--- src/rtl/ssc_acia_host.sv ---
// Host-side initiator for a 6551-style ACIA register port: programs the ACIA,
// polls status, and moves bytes between TX/RX streams and the data register.
module ssc_acia_host #(
    parameter int unsigned ACCESS_CYCLES = 4,
    parameter int unsigned POLL_GAP      = 8,
    parameter logic [7:0]  COMMAND_INIT  = 8'h0B,
    parameter logic [7:0]  CONTROL_INIT  = 8'h1E
) (
    input  logic       clk_logic,
    input  logic       system_reset_n,
    input  logic [7:0] tx_data_i,
    input  logic       tx_valid_i,
    output logic       tx_ready_o,
    output logic [7:0] rx_data_o,
    output logic       rx_valid_o,
    output logic [7:0] overrun_count_o,
    output logic       init_done_o,
    output logic       acia_cs_o,
    output logic       acia_rw_n_o,
    output logic [1:0] acia_rs_o,
    output logic [7:0] acia_di_o,
    input  logic [7:0] acia_do_i
);

    localparam int unsigned CNT_MAX = (ACCESS_CYCLES > POLL_GAP) ? ACCESS_CYCLES : POLL_GAP;
    localparam int unsigned CNT_W   = $clog2(CNT_MAX + 1);
    localparam logic [CNT_W-1:0] ACC_LAST = CNT_W'(ACCESS_CYCLES);
    localparam logic [CNT_W-1:0] GAP_LAST = CNT_W'(POLL_GAP - 1);

    localparam int unsigned ST_OVR  = 2;
    localparam int unsigned ST_RDRF = 3;
    localparam int unsigned ST_TDRE = 4;

    localparam logic [1:0] RS_DATA   = 2'b00;
    localparam logic [1:0] RS_STATUS = 2'b01;
    localparam logic [1:0] RS_CMD    = 2'b10;
    localparam logic [1:0] RS_CTL    = 2'b11;

    typedef enum logic [2:0] {
        S_INIT_RST,
        S_INIT_CMD,
        S_INIT_CTL,
        S_GAP,
        S_POLL,
        S_RD_DATA,
        S_WR_DATA
    } state_t;

    state_t           state;
    logic [CNT_W-1:0] cnt;
    logic [7:0]       hold_data;
    logic             hold_full;

    logic [1:0]       acc_rs;
    logic             acc_rw_n;
    logic [7:0]       acc_di;

    // Bus values for the access the current state performs
    always_comb begin
        acc_rs   = RS_DATA;
        acc_rw_n = 1'b1;
        acc_di   = 8'h00;
        case (state)
            S_INIT_RST: begin
                acc_rs   = RS_STATUS;
                acc_rw_n = 1'b0;
            end
            S_INIT_CMD: begin
                acc_rs   = RS_CMD;
                acc_rw_n = 1'b0;
                acc_di   = COMMAND_INIT;
            end
            S_INIT_CTL: begin
                acc_rs   = RS_CTL;
                acc_rw_n = 1'b0;
                acc_di   = CONTROL_INIT;
            end
            S_POLL: acc_rs = RS_STATUS;
            S_WR_DATA: begin
                acc_rw_n = 1'b0;
                acc_di   = hold_data;
            end
            default: ;
        endcase
    end

    // Sequencer: cnt==0 launches an access, cnt==ACCESS_CYCLES ends it (cs-low clock follows)
    always_ff @(posedge clk_logic or negedge system_reset_n) begin
        if (!system_reset_n) begin
            state           <= S_INIT_RST;
            cnt             <= '0;
            hold_data       <= 8'h00;
            hold_full       <= 1'b0;
            tx_ready_o      <= 1'b0;
            rx_data_o       <= 8'h00;
            rx_valid_o      <= 1'b0;
            overrun_count_o <= 8'h00;
            init_done_o     <= 1'b0;
            acia_cs_o       <= 1'b0;
            acia_rw_n_o     <= 1'b1;
            acia_rs_o       <= 2'b00;
            acia_di_o       <= 8'h00;
        end else begin
            rx_valid_o <= 1'b0;

            // Ready lags the holding register by one clock so it never rises on the clearing edge
            if (tx_valid_i && tx_ready_o) begin
                hold_data  <= tx_data_i;
                hold_full  <= 1'b1;
                tx_ready_o <= 1'b0;
            end else begin
                tx_ready_o <= init_done_o && !hold_full;
            end

            if (state == S_GAP) begin
                if (cnt == GAP_LAST) begin
                    state <= S_POLL;
                    cnt   <= '0;
                end else begin
                    cnt <= cnt + CNT_W'(1);
                end
            end else if (cnt == '0) begin
                acia_cs_o   <= 1'b1;
                acia_rs_o   <= acc_rs;
                acia_rw_n_o <= acc_rw_n;
                acia_di_o   <= acc_di;
                cnt         <= CNT_W'(1);
            end else if (cnt == ACC_LAST) begin
                acia_cs_o   <= 1'b0;
                acia_rs_o   <= 2'b00;
                acia_rw_n_o <= 1'b1;
                acia_di_o   <= 8'h00;
                cnt         <= '0;
                case (state)
                    S_INIT_RST: state <= S_INIT_CMD;
                    S_INIT_CMD: state <= S_INIT_CTL;
                    S_INIT_CTL: begin
                        init_done_o <= 1'b1;
                        state       <= S_GAP;
                    end
                    S_POLL: begin
                        if (acia_do_i[ST_OVR] && (overrun_count_o != 8'hFF)) begin
                            overrun_count_o <= overrun_count_o + 8'd1;
                        end
                        // Receive wins; a pending write waits for a later poll
                        if (acia_do_i[ST_RDRF]) begin
                            state <= S_RD_DATA;
                        end else if (acia_do_i[ST_TDRE] && hold_full) begin
                            state <= S_WR_DATA;
                        end else begin
                            state <= S_GAP;
                        end
                    end
                    S_RD_DATA: begin
                        rx_data_o  <= acia_do_i;
                        rx_valid_o <= 1'b1;
                        state      <= S_GAP;
                    end
                    S_WR_DATA: begin
                        hold_full <= 1'b0;
                        state     <= S_GAP;
                    end
                    default: state <= S_GAP;
                endcase
            end else begin
                cnt <= cnt + CNT_W'(1);
            end
        end
    end

endmodule

--- config.mk ---
export PLATFORM = sky130hd
export DESIGN_NAME = ssc_acia_host
export DESIGN_NICKNAME = d
export VERILOG_FILES = /design/src/rtl/ssc_acia_host.sv
export SDC_FILE = /design/constraint.sdc
export NUM_CORES = 1
export LEC_CHECK = 0
export CORE_ASPECT_RATIO = 0.6
export CORE_UTILIZATION = 35
export CTS_CLUSTER_SIZE = 10
export DETAILED_ROUTE_END_ITERATION = 10
export PLACE_DENSITY = 0.71
export SYNTH_ARGS = -nofsm -noshare
export SYNTH_HDL_FRONTEND = slang
export SYNTH_SLANG_ARGS = --single-unit
--- constraint.sdc ---
create_clock -name clk_logic -period 2.6 [get_ports clk_logic]
set_clock_uncertainty 0.2 [all_clocks]
set_input_delay 0.65 -clock clk_logic [delete_from_list [all_inputs] [get_ports clk_logic]]
set_output_delay 0.65 -clock clk_logic [all_outputs]
set_load 0.02 [all_outputs]
==> qor.txt <==
Total GRT Usage: 15.3%
status: completed
DR pass1 iterations: 4
Final Non-Filler Cells: 302
Netlist cell types: 39
htree depth: 2
port bufs: 49
Switching Share: 34.0%
initial antenna violation count: 0
Post-CTS Resized: 0
flop2flop setup slack: 560 ps
Worst EP arrival: 1450 ps
Starting Density: 36.9%
Post-DP HPWL: 3140 um
syn nets: 190
fin nets: 243
first-pass GRT wire length: 7000 um
post-CTS setup buffers: 0
die footprint: 6270 sq um
syn avg cell area: 12.4 sq um
share of cells above drive strength 1: 15.8%
Hold Vio Cnt, Final: 0
worst slew pin tran: 517 ps
CTS Buf Count: 5
Placed Cells: 294
PwrDens: 946 nW/um^2
die height: 61.7 um
peak supply drop: 348 uV
Psw: 0.893 mW
vias after detailed routing: 1431
CTS tree: built
crit path cell chain: clkdlybuf4s50_1
crit path time final: 2300 ps
GRT overflow: 0
share of synthesized registers carrying an async set or reset: 100%
Clk Latency, worst-skew pair: 300 ps
Final setup viols: 0
Clock Tree Buf Depth: 2
max_cap viols: 0
sequential element share of the synthesized area: 56.6%
DRC errors left: 0
wirelength, routed: 4250 um
number of global-route vias before repair: 1394
RSZ-0062 raised after global routing: no
kind of critical path: register to primary output
DR vias/cell: 4.74
antenna fix cells: 0
Setup crit start kind: register
Slew HR: 65.5%
Synth Register Bits: 47
Clock transition at path regs: 100 ps
Sink Count: 47
Post-Synthesis Cells: 168
Final Util: 49.2%
Int Power: 1.74 mW
drt wl/cell: 14.1 um
core box area: 5650 sq um
Crit path required time: 1750 ps
largest net degree at the start of global routing: 27
row count: 21
clock tree root driver cell: clkbuf_8
TNS Setup: 0 ps
Post-DRT Antenna Nets: 0
CP top delay family: buffers and inverters
IO Pins: 50
synthesized area: 2080 sq um
Crit Path Max Fanout: 2
Worst Setup Slack, final: 298 ps
dpl ws: 321 ps
Reg power frac: 41.7%
P_leak: 1.21 nW
Die W: 102 um
fmax: 0.434 GHz
Worst Hold Class: input pin to asynchronous set/reset pin
Comb power frac: 37.9%
Iter 0 DRT Violations: 47
clock power share: 20.5%
Crit path largest cell delay: 600 ps
crit path buf inv count: 1
yosys warns: 0
number of synthesized flops with an enable pin: 0
Area Growth Syn to Fin: 33.5%
crit path max-delay cell type: clkdlybuf4s50_1
Synth Flop Type: dfrtp_1
critical path endpoint category: primary output
fin crit share: 88.5%
Hold-fix buffers, CTS: 0
RePlAce Congestion: 0.740
max-slew violation count: 0
synth_stat cells, types with 2 or more instances:
library cell,instances,area (sq um)
dfrtp_1,46,1150
mux2_2,10,113
nand2_1,10,37.5
mux2_4,8,120
nor3_1,8,40.0
o21ai_0,7,35.0
inv_1,6,22.5
xor2_1,6,52.6
a21oi_1,5,25.0
a22o_1,5,43.8
nand3_1,5,25.0
nor2_1,5,18.8
a21o_1,3,22.5
buf_2,3,15.0
ha_1,3,37.5
nand2b_1,3,18.8
nor3b_1,3,22.5
xnor2_1,3,26.3
a31oi_1,2,12.5
and2_1,2,12.5
and2b_1,2,15.0
buf_6,2,22.5
clkbuf_1,2,7.51
nand3b_1,2,15.0
nand4_1,2,12.5
nor2b_1,2,12.5
cells by family (layout without fill, tap and decap cells):
kind of cell | count (synthesis) | in the layout | synth area share [%]
xor gates and xnor gates | 9 | 9 | 3.79
AOI/OAI and AO/OA | 30 | 30 | 10.8
muxes | 19 | 19 | 11.7
adders and majority gates | 3 | 3 | 1.80
and+or+nand+nor | 46 | 46 | 12.0
DFF | 47 | 47 | 56.6
buffers and inverters | 14 | 68 | 3.43
power groups by stage:
stage / clock network [mW] / registers (mW) / logic [mW]
global route: 0.582 / 1.13 / 1.09
finish: 0.538 / 1.09 / 0.995
CTS: 0.554 / 1.09 / 1.01
detailed placement: 0 / 1.11 / 1.00
floorplan: 0 / 1.18 / 0.560
global placement: 0 / 1.10 / 0.981
registers in the layout, indices dropped and copies added (netlist names), 2 cells and up:
name and count:
rx_data_o 8, acia_di_o 8, hold_data 8, acia_rs_o 2, cnt 4, overrun_count_o 8, state 3
layout make-up:
class / count / area (sq um)
fill: 515 / 2870
sequential: 47 / 1180
multi-input combinational: 107 / 833
timing repair buffer: 54 / 536
tap: 80 / 100
clock buffer: 6 / 72.6
clock inverter: 2 / 37.5
inverter: 6 / 22.5
path summary, 6_finish.rpt:
kind | cells past startpoint | end | from
worst max-delay path | 1 | acia_rw_n_o | acia_rw_n_o$_DFFE_PN1P_
worst min-delay path | 1 | acia_di_o[0]$_DFFE_PN0P_ | system_reset_n
worst max register to register | 5 | rx_data_o[7]$_DFFE_PN0P_ | cnt[0]$_DFF_PN0_
worst min register to register | 2 | acia_di_o[4]$_DFFE_PN0P_ | acia_di_o[4]$_DFFE_PN0P_
max in group asynchronous | 2 | acia_rw_n_o$_DFFE_PN1P_ | system_reset_n
min in group clk_logic | 2 | acia_di_o[4]$_DFFE_PN0P_ | acia_di_o[4]$_DFFE_PN0P_
routing by layer:
metal / vias to the layer above / part of all wire, % / GRT usage [%]
met5: - / 0 / 0
met4: 0 / 0.99 / 6.21
met3: 4 / 4.1 / 4.36
met2: 30 / 42 / 21.7
met1: 701 / 52 / 22.2
li1: 696 / - / -
metrics by stage:
step / hold WS, ps / power (mW) / instance area (sq um)
floorplan: 154 / 1.74 / 2080
global placement: 264 / 2.08 / 2670
detailed placement: 270 / 2.11 / 2670
CTS: 116 / 2.65 / 2780
global route: 146 / 2.80 / 2780
finish: 108 / 2.63 / 2780
cells in the final DEF, fill, tap and decap left out, types with 2 or more instances in the layout:
cell type        instances
nand3b_1                 2
and2b_1                  2
clkbuf_8                 5
nor2_1                   5
mux2_4                   8
nor2b_1                  2
nand4_1                  2
o21ai_0                  7
dfrtp_1                 46
nor3_1                   8
xnor2_1                  3
ha_1                     3
nor3b_1                  3
mux2_2                  10
and2_1                   2
nand3_1                  5
clkdlybuf4s50_1         48
a22o_1                   5
a21o_1                   3
inv_1                    6
a21oi_1                  5
xor2_1                   6
a31oi_1                  2
buf_4                    4
nand2b_1                 3
nand2_1                 10
(Power assumes the default switching activity.)
